## config.mk

```make
export PLATFORM = sky130hd
export DESIGN_NAME = imem_boot_loader
export DESIGN_NICKNAME = d
export VERILOG_FILES = /design/src/rtl/imem_boot_loader.sv
export SDC_FILE = /design/constraint.sdc
export NUM_CORES = 1
export LEC_CHECK = 0
export BUFFER_PORTS_ARGS = -buffer_cell sky130_fd_sc_hd__buf_2
export CORE_MARGIN = 5
export CORE_UTILIZATION = 38
export CTS_BUF_LIST = sky130_fd_sc_hd__clkbuf_8
export CTS_CLUSTER_DIAMETER = 100
export DETAILED_ROUTE_END_ITERATION = 12
export SYNTH_ARGS = -nofsm -noshare
export SYNTH_HDL_FRONTEND = slang
export SYNTH_SLANG_ARGS = --single-unit
export TNS_END_PERCENT = 5
```

## constraint.sdc

```tcl
create_clock -name clk -period 5.6 [get_ports clk]
set_clock_uncertainty 0.05 [all_clocks]
set_input_delay 0.84 -clock clk [delete_from_list [all_inputs] [get_ports clk]]
set_output_delay 0.84 -clock clk [all_outputs]
set_load 0.05 [all_outputs]
```

## src/rtl/imem_boot_loader.sv

```systemverilog
// Boot loader: turns a length-prefixed byte stream into instruction-memory writes,
// holding the core in reset until the image is loaded and the hold time has elapsed.
module imem_boot_loader #(
  parameter int XLEN       = 32,
  parameter int IMEM_WORDS = 1024,
  parameter int RST_HOLD   = 4
) (
  input  logic            clk,
  input  logic            rst,
  input  logic            rx_valid,
  input  logic [7:0]      rx_data,
  output logic            rx_ready,
  input  logic            restart,
  output logic            dbg_wr_en,
  output logic [XLEN-1:0] dbg_addr,
  output logic [XLEN-1:0] dbg_instr,
  output logic            core_rst,
  output logic            load_done,
  output logic            load_err
);

  // state   | meaning
  // HDR0    | waiting for word count low byte
  // HDR1    | waiting for word count high byte
  // DATA    | collecting the 4 bytes of one instruction
  // SETUP   | address/data settle before the strobe
  // WRITE   | imem write strobe (suppressed beyond capacity)
  // RELEASE | counting core reset hold time
  // DONE    | core running; waiting for restart
  typedef enum logic [2:0] {
    HDR0    = 3'd0,
    HDR1    = 3'd1,
    DATA    = 3'd2,
    SETUP   = 3'd3,
    WRITE   = 3'd4,
    RELEASE = 3'd5,
    DONE    = 3'd6
  } state_t;

  localparam int HW = (RST_HOLD > 1) ? $clog2(RST_HOLD + 1) : 1;

  state_t        state, state_nxt;
  logic [7:0]    cnt_lo;
  logic [15:0]   remaining;
  logic [31:0]   word_idx;
  logic [1:0]    byte_idx;
  logic [23:0]   shift_buf;
  logic [HW-1:0] hold_cnt;

  logic xfer;
  logic in_range;
  logic hdr_zero;
  logic ready_nxt;
  logic wr_en_nxt;

  assign xfer     = rx_valid & rx_ready;
  assign in_range = word_idx < 32'(IMEM_WORDS);
  assign hdr_zero = ({rx_data, cnt_lo} == 16'd0);

  always_ff @(posedge clk or posedge rst) begin
    if (rst) state <= HDR0;
    else     state <= state_nxt;
  end

  always_comb begin
    state_nxt = state;
    case (state)
      HDR0:    if (xfer) state_nxt = HDR1;
      HDR1:    if (xfer) state_nxt = hdr_zero ? RELEASE : DATA;
      DATA:    if (xfer && byte_idx == 2'd3) state_nxt = SETUP;
      SETUP:   state_nxt = WRITE;
      WRITE:   state_nxt = (remaining == 16'd1) ? RELEASE : DATA;
      RELEASE: if (hold_cnt == '0) state_nxt = DONE;
      DONE:    if (restart) state_nxt = HDR0;
      default: state_nxt = HDR0;
    endcase
    ready_nxt = (state_nxt == HDR0) || (state_nxt == HDR1) || (state_nxt == DATA);
    wr_en_nxt = (state_nxt == WRITE) && in_range;
  end

  // rx_ready and dbg_wr_en are registered copies of the next-state decode
  always_ff @(posedge clk or posedge rst) begin
    if (rst) begin
      rx_ready  <= 1'b1;
      dbg_wr_en <= 1'b0;
      dbg_addr  <= '0;
      dbg_instr <= '0;
      core_rst  <= 1'b1;
      load_done <= 1'b0;
      load_err  <= 1'b0;
      cnt_lo    <= '0;
      remaining <= '0;
      word_idx  <= '0;
      byte_idx  <= '0;
      shift_buf <= '0;
      hold_cnt  <= '0;
    end else begin
      rx_ready  <= ready_nxt;
      dbg_wr_en <= wr_en_nxt;
      case (state)
        HDR0: if (xfer) cnt_lo <= rx_data;
        HDR1: begin
          if (xfer) begin
            remaining <= {rx_data, cnt_lo};
            if (hdr_zero) hold_cnt <= HW'(RST_HOLD - 1);
          end
        end
        DATA: begin
          if (xfer) begin
            byte_idx <= byte_idx + 2'd1;
            case (byte_idx)
              2'd0: shift_buf[7:0]   <= rx_data;
              2'd1: shift_buf[15:8]  <= rx_data;
              2'd2: shift_buf[23:16] <= rx_data;
              default: dbg_instr     <= XLEN'({rx_data, shift_buf});
            endcase
          end
        end
        WRITE: begin
          dbg_addr  <= dbg_addr + XLEN'(4);
          remaining <= remaining - 16'd1;
          word_idx  <= word_idx + 32'd1;
          if (!in_range) load_err <= 1'b1;
          if (remaining == 16'd1) hold_cnt <= HW'(RST_HOLD - 1);
        end
        RELEASE: begin
          if (hold_cnt == '0) begin
            core_rst  <= 1'b0;
            load_done <= 1'b1;
          end else begin
            hold_cnt <= hold_cnt - HW'(1);
          end
        end
        DONE: begin
          if (restart) begin
            core_rst  <= 1'b1;
            load_done <= 1'b0;
            load_err  <= 1'b0;
            dbg_addr  <= '0;
            word_idx  <= '0;
            byte_idx  <= '0;
          end
        end
        default: ;
      endcase
    end
  end

endmodule

```

# Yosys cells after proc, flatten, opt, wreduce, memory -nomap -nowiden
# Index checks and enable logic that the tools add are counted.
# W data, S select, Z words.
# word_totals
regBits	157
out_inout_bits	69
word_cells	100
input_bits	12
# op_classes
magnitude_cmp	1
n_eq_ne	21
muxes	29
n_addsub	5
reduce_logical	26
n_bitwise	2
# ops
op	count
$pmux W32 S2	2
$mux W3	11
$add A32 B1 Y32 const B	1
$add A32 B3 Y32 const B	1
$lt A32 B11 Y1 const B	1
$mux W32	1
$pmux W16 S2	1
$pmux W3 S7	1
$reduce_and A3 Y1	7
$eq A16 B1 Y1 const B	1
$logic_not A16 Y1	1
$mux W16	1
$ne A2 B2 Y1 const B	8
$sub A16 B1 Y16 const B	1
$eq A3 B3 Y1 const B	4
$eq A3 B2 Y1 const B	3
$logic_not A3 Y1	3
$pmux W3 S3	1
$reduce_bool A2 Y1	4
$eq A3 B1 Y1 const B	2
$pmux W1 S2	3
$reduce_and A2 Y1	3
$mux W1	5
$reduce_and A5 Y1	1
13 further kinds	17

# Logic depth before layout (Yosys ltp)
# Gate-level depths: netlist of run 1.
# depth
ltp_word	7
depth_mapped	7
depth_no_buf	7

# Worst setup path after synthesis of run 1
# Ideal clock, no wire load.
# synth_path
path_kind	input to register
from	input restart
to	register word_idx[19]
setup_ns	0.078
cell_stages	6
n_path_buf	1
setup_slack_ns	3.254
t_arrival_ns	2.218
cell_sequence	nor2b_1 > nor4_4 > nand4_2 > buf_2 > or3_1 > a21oi_1
# synth_via
elab_chain_cells	2
# synth_lines
item	line_no	rtl
start: declaration	13	input logic restart,
$ne A2 B2 Y1 (no line)	-	
$reduce_and A2 Y1 (no line)	-	
end signal: assignment	122	word_idx <= word_idx + 32'd1;
end: declaration	45	logic [31:0] word_idx;
# Every way passes these cells.
# A chain may end at the register's enable or synchronous reset.

# Final worst setup path of run 1
# layout_path
from	register state[0]
to	register word_idx[29]
# layout_via
elab_chain_cells	3
elab_cells_between_ends	6
cone_classes	3 x eq/ne; 1 x mux; 2 x reduce/logical
# layout_lines
item	line_no	rtl
start: declaration	42	state_t state, state_nxt;
start signal: assignment	62	else state <= state_nxt;
$eq A3 B3 Y1	100	case (state)
$ne A2 B2 Y1 (no line) / $reduce_bool A2 Y1 (equally long branches)	-	
$reduce_and A2 Y1 (no line)	-	
# Several ways; a longest one is shown, not always the timed one.

==> flow_summary.json, run 1 <==
{
  "status": "finished, final reports clean",
  "synth.distinct_cells": 57,
  "drt-initial-drc-count": 342,
  "final_cell_area_mm2": 0.008172,
  "grt_max_degree": 107,
  "rsz0062_at_grt": "false",
  "die_x_um": 147.2,
  "setup_tns_ns": 0,
  "r2r-start": "state[0]",
  "wl_met2_um": 8098,
  "holdBufCountCts": 0,
  "synth.area.mux_share": 0.1063,
  "row_count": 50,
  "synth_compound_area_frac": 0.07083,
  "vdd_drop_max_v": 0.0003004,
  "post-place-cells": 941,
  "place_ws_ns": 2.472,
  "p_total_mw": 3.705,
  "min_path_type": "reg2reg",
  "hold_path_startpoint": "remaining[15]",
  "yosys.area_share.simple": 0.1889,
  "grt_use_total": 0.1566,
  "synth_edf_count": 0,
  "synthesis.area_mm2": 0.007154,
  "via_count": 5275,
  "slowest_stage": "nor4_4",
  "synth-adder-area-share": 0.01924,
  "post_cts_resized": 0,
  "die_area_mm2": 0.02167,
  "maxCapViolCount": 0,
  "ys_async_sr_fraction": 1.000,
  "finalMaxSlewViolations": 0,
  "p_per_area_mw_per_mm2": 453.4,
  "critPathCaptureType": "flop",
  "post-cts-setup-buffers": 0,
  "instances_no_fill": 973,
  "m1WireLength_um": 7268,
  "clock_latency_ns": 0.46,
  "path_class": "reg2reg",
  "syn_avg_cell_area_um2": 11.02,
  "dp_hpwl_um": 11280,
  "synth_xor_area_frac": 0.05142,
  "worst_pin_slew_ns": 0.9400,
  "static-leakage-power_nw": 3.862,
  "core_area_mm2": 0.01864,
  "routed_wl_um": 16410,
  "root_buffer": "clkbuf_8",
  "synth_top_family_by_area": "simple AND/OR/NAND/NOR gates",
  "cp-startpoint": "state[0]",
  "setup_viol": 0,
  "clock_path_buffers": 2,
  "crit_path_max_fanout": 19,
  "layout_setup_ws_ns": 2.673,
  "arrival_ns": 3.26,
  "wl_per_cell_um": 16.86,
  "cts.sinks": 155,
  "synthCells": 649,
  "grt_pass1_vias": 5443,
  "n_fill_cell": 1801,
  "postPlaceCellArea_mm2": 0.007784,
  "htree_num_levels": 4,
  "synth_seq_cells": 155,
  "numCtsBuffers": 17,
  "crit_chain": "nand2b_2, nor4_4, nand4_2, or3_1, a21oi_1",
  "nets": 749,
  "clkSlewWorstSetupHoldPaths_ns": 0.10,
  "critPathMaxStageDelay_ns": 0.86,
  "synth_seq_area_share": 0.5425,
  "post-route-drc-count": 0,
  "cts_tree": "built",
  "grt-ovfl-total": 0,
  "synth-warning-count": 0,
  "place_congestion": 0.7909,
  "die_h_um": 147.2,
  "fmax_mhz": 341.7,
  "ys.flop_type": "dfrtp_1",
  "fin_crit_ns": 2.927,
  "ios": 81,
  "crit_path_start_kind": "flop",
  "period_share": 0.5226,
  "antennaDiodeCount": 0,
  "grt_first_pass_wirelength_um": 27590,
  "highest_layer": "met5",
  "antenna_found_initial": 1,
  "postRouteAntennaNets": 0,
  "final_util": 0.4383,
  "wl_met3_um": 766,
  "hold-worst-slack_ns": 0.4481,
  "io_buffer_count": 78,
  "area_growth_pct": 14.22,
  "hold_viol_final": 0,
  "drive_gt1_frac": 0.2625,
  "start_util": 0.3838,
  "routed_via_density": 5.421,
  "crit_required_ns": 5.94,
  "drt_pass1_iterations": 5,
  "worst_slew_margin_rel": 0.3734
}
-- flip-flops by register name, summed over array words and instances (netlist names), 3 cells and up --
signal,flops
dbg_instr,32
word_idx,32
dbg_addr,30
shift_buf,24
remaining,16
cnt_lo,8
hold_cnt,3
state,3
-- Yosys cell counts, drive strengths merged, types with 2 or more instances --
master	instances	area share
nor4b	2	0.0024
o211ai	6	0.0063
a311oi	2	0.0024
and4	6	0.0073
nor2	67	0.035
a22o	2	0.0024
buf	9	0.0061
a21o	3	0.0031
o311ai	2	0.0024
and3	11	0.0096
dfstp	2	0.0073
nor3	21	0.016
clkbuf	17	0.0089
o22ai	2	0.0017
nand4	30	0.027
a31o	4	0.0049
nand2	50	0.026
o21a	2	0.0021
o311a	2	0.0028
mux2	64	0.10
nor2b	3	0.0026
or3	14	0.012
ha	11	0.019
mux2i	4	0.0056
a211o	2	0.0024
xor2	31	0.038
nand2b	8	0.0073
inv	10	0.0052
nand3	18	0.013
nor4	18	0.018
a211oi	6	0.0063
o21ai	17	0.012
dfrtp	153	0.54
xnor2	11	0.013
a21oi	19	0.013
or4	5	0.0052
nor3b	2	0.0021
or2	2	0.0017
-- layout by cell type (no fill, tap or decap), types with 6 or more instances in the layout --
cell,instances
inv_8,6
nand2b_1,7
nand3_1,18
o21ai_0,17
a21oi_1,19
dfrtp_1,153
or3_1,14
clkbuf_8,17
nand2_1,50
xnor2_1,11
nor3_1,19
buf_2,78
and3_1,11
mux2_2,63
nand4_1,29
nor4_1,17
inv_1,9
o211ai_1,6
ha_1,11
xor2_1,31
nor2_1,66
and4_1,6
a211oi_1,6
-- kinds of logic after synthesis --
logic type / count (synthesis)
AND/OR/NAND/NOR: 260
flip-flops: 155
AO/OA/AOI/OAI: 76
multiplexers: 68
XOR/XNOR: 42
buffers and inverters: 36
adder cells (fa/ha/maj): 11
other: 1
-- critical path, delay by kind of cell (launching register included) --
family           cells  cell delay, ns
AO/OA/AOI/OAI        1            0.15
flip-flops           1            0.53
AND/OR/NAND/NOR      4            2.12
-- power breakdown --
group          leakage, nW  internal [mW]  total, mW  switching (mW)
Sequential            2.03           1.43       1.70           0.270
Clock                0.202          0.334      0.819           0.485
Combinational         1.63          0.429       1.19           0.757
-- layout make-up --
type	count	area (µm²)	area share
multi-input combinational	459	3139	0.3842
clock inverter	15	153.9	0.01883
tap	234	292.8	0.03583
inverter	10	42.54	0.005206
clock buffer	17	234.0	0.02863
sequential	155	3881	0.4750
timing repair buffer	83	427.9	0.05237
-- path summary, 6_finish.rpt --
path                            endpoint  slack (ns)  depth (start not counted)
min in group asynchronous  dbg_instr[20]        0.53                          2
setup reg to reg            word_idx[29]        2.67                          5
hold / removal             remaining[15]        0.45                          1
max in group asynchronous   remaining[9]        3.72                          3
setup / recovery            word_idx[29]        2.67                          5
hold reg to reg            remaining[15]        0.45                          1
-- metal layers --
metal / up-vias / GRT usage
li1: 2484 / -
met2: 117 / 0.2611
met1: 2654 / 0.1967
met5: - / 0
met4: 2 / 0.05079
met3: 18 / 0.04565
(Power assumes the default switching activity.)
==> run 2, diff against run 1 <==
==> constraint.sdc (replaced) <==
create_clock -name clk -period 2.7 [get_ports clk]
set_clock_uncertainty 0.05 [all_clocks]
set_input_delay 0.405 -clock clk [delete_from_list [all_inputs] [get_ports clk]]
set_output_delay 0.405 -clock clk [all_outputs]
set_load 0.05 [all_outputs]
==> run 2 against run 1 <==
  * Clock-buffer cell count grew 1
  * Fmax rose by 28%
  * Sequential share of layout area is 0.53 points lower
  * Register-to-register slack worse by 2.3 ns
  * Final cell count up 0.82%
  * Critical endpoint is now hold_cnt[1]
==> flow_summary.json, run 2 (synthesis results as in run 1) <==
{
  "cp-startpoint": "remaining[5]",
  "drt_pass1_iterations": 5,
  "dp_hpwl_um": 11220,
  "min_path_type": "in2reg",
  "fin_crit_ns": 2.278,
  "clkSlewWorstSetupHoldPaths_ns": 0.08,
  "row_count": 50,
  "grt_pass1_vias": 5356,
  "ios": 81,
  "hold_path_startpoint": "rx_data[4]",
  "final_common_cell": "dfrtp_1",
  "p_per_area_mw_per_mm2": 933.5,
  "crit_required_ns": 3.02,
  "worst_pin_slew_ns": 0.6076,
  "post-route-drc-count": 0,
  "finalMaxSlewViolations": 0,
  "maxCapViolCount": 0,
  "arrival_ns": 2.60,
  "fmax_mhz": 438.9,
  "crit_path_max_fanout": 8,
  "clock_path_buffers": 2,
  "area_growth_pct": 15.51,
  "grt-ovfl-total": 0,
  "p_total_mw": 7.715,
  "crit_path_start_kind": "flop",
  "status": "finished, final reports clean",
  "clock_latency_ns": 0.46,
  "regArea_mm2": 0.003881,
  "grt_use_total": 0.1578,
  "nets": 756,
  "drive_gt1_frac": 0.2654,
  "io_buffer_count": 78,
  "place_ws_ns": 0.4530,
  "numCtsBuffers": 17,
  "layout_setup_ws_ns": 0.4216,
  "regToRegSetupSlack_ns": 0.42,
  "grt_first_pass_wirelength_um": 27590,
  "postRouteAntennaNets": 0,
  "place_congestion": 0.8680,
  "start_util": 0.3838,
  "reg_top3": "dbg_instr: 32 flops, word_idx: 32 flops, dbg_addr: 30 flops",
  "setup_viol": 0,
  "cts_tree": "built",
  "die_x_um": 147.2,
  "final_util": 0.4433,
  "post-cts-setup-buffers": 0,
  "wl_per_cell_um": 16.92,
  "vdd_drop_max_v": 0.0007348,
  "rsz0062_at_grt": "false",
  "die_h_um": 147.2,
  "hold_viol_final": 0,
  "htree_num_levels": 4,
  "root_buffer": "clkbuf_8",
  "layout_common_cells": "153 x dfrtp_1, 78 x buf_2, 66 x nor2_1",
  "multi_input_area_mm2": 0.003139,
  "worst_slew_margin_rel": 0.5940,
  "routed_via_density": 5.457,
  "antenna_found_initial": 1,
  "final_cell_area_mm2": 0.008264,
  "cts.sinks": 155,
  "n_fill_cell": 1748,
  "path_class": "reg2reg",
  "r2r-start": "remaining[5]",
  "setup_tns_ns": 0,
  "postPlaceCellArea_mm2": 0.007865,
  "via_count": 5353,
  "grt_max_degree": 76,
  "core_area_mm2": 0.01864,
  "drt-initial-drc-count": 350,
  "period_share": 0.8439,
  "die_area_mm2": 0.02167,
  "static-leakage-power_nw": 3.901,
  "routed_wl_um": 16600,
  "critPathCaptureType": "flop"
}
==> run 2: cell type report <==
cell class	count	area share
multi-input cells	459	0.3799
inverters	10	0.004996
clock buffers	18	0.02998
clock inverters	14	0.01681
well taps	234	0.03543
diodes	1	0.0003028
flip-flops and latches	155	0.4696
repair buffers	90	0.06298
==> run 2: metrics by stage <==
stage	cells	hold slack, ns
floorplan	650	0.3997
global placement	947	0.4187
detailed placement	947	0.4297
CTS	980	0.2333
global route	981	0.2435
finish	981	0.2534
==> run 2: repair_timing <==
action                                  4_1_cts  5_1_grt
endpoints found under the setup margin        0        0
endpoints found under the hold margin        21        0
hold buffers                                  1        0
resized for setup                             0        0
==> run 2: worst paths after layout <==
kind	endpoint	cells after the start
max in group asynchronous	rx_ready	4
min in group asynchronous	word_idx[24]	3
worst min register to register	remaining[15]	1
worst min-delay path	remaining[12]	2
worst max register to register	hold_cnt[1]	5
worst max-delay path	hold_cnt[1]	5
==> run 2: routing by layer <==
layer  part of all wire  routed length [µm]  up-vias  global-route usage
met5                  0                   0        -                   0
met4              0.017                 289        0             0.05499
met3              0.058                 967       19             0.04935
met2               0.49                8081      148              0.2569
met1               0.44                7259     2679              0.1995
li1                   -                   -     2507                   -
==> run 2: worst max-delay path: stages, from the launching register on <==
cell and delay [ns]:
dfrtp_1 0.45, nor4_1 0.46, nand4_1 0.27, o31a_1 0.38, nor3b_1 0.39, a2bb2oi_1 0.20
==> run 2: power breakdown <==
group / total, mW / switching, mW / internal, mW
clock: 1.72 / 0.941 / 0.777
sequential: 3.49 / 0.521 / 2.97
combinational: 2.51 / 1.60 / 0.911
==> run 3, diff against run 2 <==
==> constraint.sdc (replaced) <==
create_clock -name clk -period 2.1 [get_ports clk]
set_clock_uncertainty 0.05 [all_clocks]
set_input_delay 0.315 -clock clk [delete_from_list [all_inputs] [get_ports clk]]
set_output_delay 0.315 -clock clk [all_outputs]
set_load 0.05 [all_outputs]
==> run 3 against run 2 <==
  * First-iteration DRC count up 11%
  * Hold slack worse by 0.067 ns
  * Non-clock buffer count up 21
  * Critical path depth up 1
  * Critical endpoint unchanged
==> flow_summary.json, run 3 (synthesis results as in run 1) <==
{
  "status": "finished, final reports clean",
  "critPathCaptureType": "flop",
  "die_x_um": 147.2,
  "grt_pass1_vias": 5336,
  "final_common_cell": "dfrtp_1",
  "clock_path_buffers": 2,
  "numCtsBuffers": 17,
  "min_to": "remaining[11]",
  "layout_common_cells": "152 x dfrtp_1, 78 x buf_2, 66 x nor2_1",
  "static-leakage-power_nw": 4.036,
  "hold_viol_final": 0,
  "htree_num_levels": 4,
  "rsz0062_at_grt": "false",
  "hold_path_startpoint": "rx_data[3]",
  "layout_setup_ws_ns": 0.07459,
  "vdd_drop_max_v": 0.0009040,
  "antennaDiodeCount": 0,
  "place_ws_ns": -0.002919,
  "row_count": 50,
  "min_path_type": "in2reg",
  "antenna_found_initial": 0,
  "io_buffer_count": 78,
  "die_h_um": 147.2,
  "setup_viol": 0,
  "reg_top3": "dbg_instr: 32 flops, word_idx: 32 flops, dbg_addr: 30 flops",
  "crit_path_start_kind": "flop",
  "path_class": "reg2reg",
  "maxCapViolCount": 0,
  "cp-startpoint": "remaining[7]",
  "area_growth_pct": 19.06,
  "place_congestion": 0.8058,
  "post-route-drc-count": 0,
  "crit_path_max_fanout": 5,
  "start_util": 0.3838,
  "ios": 81,
  "via_count": 5381,
  "drive_gt1_frac": 0.2999,
  "drt-initial-drc-count": 389,
  "cts.sinks": 155,
  "grt_first_pass_wirelength_um": 27340,
  "worst_hold_path.num_cells": 3,
  "drt_pass1_iterations": 5,
  "clock_latency_ns": 0.46,
  "routed_wl_um": 16640,
  "wl_per_cell_um": 16.63,
  "root_buffer": "clkbuf_8",
  "period_share": 0.9645,
  "fmax_mhz": 493.7,
  "clkSlewWorstSetupHoldPaths_ns": 0.10,
  "regToRegSetupSlack_ns": 0.07,
  "r2r_cells": 6,
  "nets": 777,
  "routed_via_density": 5.376,
  "finalMaxSlewViolations": 0,
  "p_per_area_mw_per_mm2": 1203,
  "crit_required_ns": 2.42,
  "fin_crit_ns": 2.025,
  "die_area_mm2": 0.02167,
  "postRouteAntennaNets": 0,
  "grt_use_total": 0.1553,
  "hold-worst-slack_ns": 0.1861,
  "r2r-start": "remaining[7]",
  "dp_hpwl_um": 11450,
  "grt_max_degree": 79,
  "core_area_mm2": 0.01864,
  "reg2reg_to": "hold_cnt[1]",
  "setup_tns_ns": 0,
  "cts_tree": "built",
  "grt-ovfl-total": 0,
  "arrival_ns": 2.35
}
==> run 3: changes by cell type in the layout (fill, tap and decap cells not counted), moves of 2 or more <==
cell | previous run | this run
clkinv_4 | 3 | 1
nor4_1 | 17 | 13
nor4_2 | 0 | 4
buf_4 | 8 | 28
inv_1 | 11 | 9
nor3_4 | 0 | 2
==> run 3: where the power goes <==
group / switching, mW / total [mW] / internal (mW)
clock: 1.20 / 2.34 / 1.15
combinational: 2.14 / 3.41 / 1.27
sequential: 0.674 / 4.49 / 3.82
==> run 3: layout make-up <==
type,count,area [µm²]
Clock inverter,13,153.9
Tap cell,234,292.8
Inverter,10,41.29
Multi-Input combinational cell,459,3196
Clock buffer,19,261.5
Fill cell,1764,10120
Timing Repair Buffer,111,690.7
Sequential cell,155,3882
==> run 3: metal layers <==
| layer | part of all wire | routed length [µm] | track usage | vias to the layer above |
|---|---|---|---|---|
| met5 | 0 | 0 | 0 | - |
| met2 | 0.50 | 8306 | 0.2544 | 111 |
| li1 | - | - | - | 2537 |
| met1 | 0.44 | 7393 | 0.2019 | 2716 |
| met3 | 0.046 | 765 | 0.04257 | 17 |
| met4 | 0.011 | 176 | 0.04753 | 0 |
==> run 3: worst max-delay path by stage <==
| stage | cells past startpoint | to |
|---|---|---|
| after floorplan | 1 | byte_idx[0] |
| after global placement | 5 | dbg_addr[23] |
| after detailed placement | 6 | hold_cnt[1] |
| after CTS | 6 | dbg_addr[28] |
| after global routing | 6 | shift_buf[1] |
| final | 6 | hold_cnt[1] |
==> run 3: through the flow <==
| stage | power [mW] | util | cell area (µm²) | cells |
|---|---|---|---|---|
| CTS | 10.32 | 0.4537 | 8458 | 999 |
| global route | 10.83 | 0.4569 | 8518 | 1001 |
| floorplan | 6.912 | - | 7162 | 650 |
| finish | 10.25 | 0.4569 | 8518 | 1001 |
| global placement | 7.783 | 0.4302 | 8020 | 966 |
| detailed placement | 7.920 | 0.4302 | 8020 | 966 |
==> run 3: critical path: stages (launching register included) <==
cell and delay, ns:
dfrtp_1 0.45, nor4_2 0.30, nand4_1 0.21, o31a_1 0.36, nor3b_1 0.24, buf_4 0.17, a2bb2oi_1 0.16
==> run 3: repair_timing <==
action,CTS,global route
buffers inserted,0,2
gates cloned,0,0
hold endpoints to repair,153,0
pin swaps,0,2
setup endpoints to repair,6,14
hold buffers,1,0
gates resized for setup,3,8
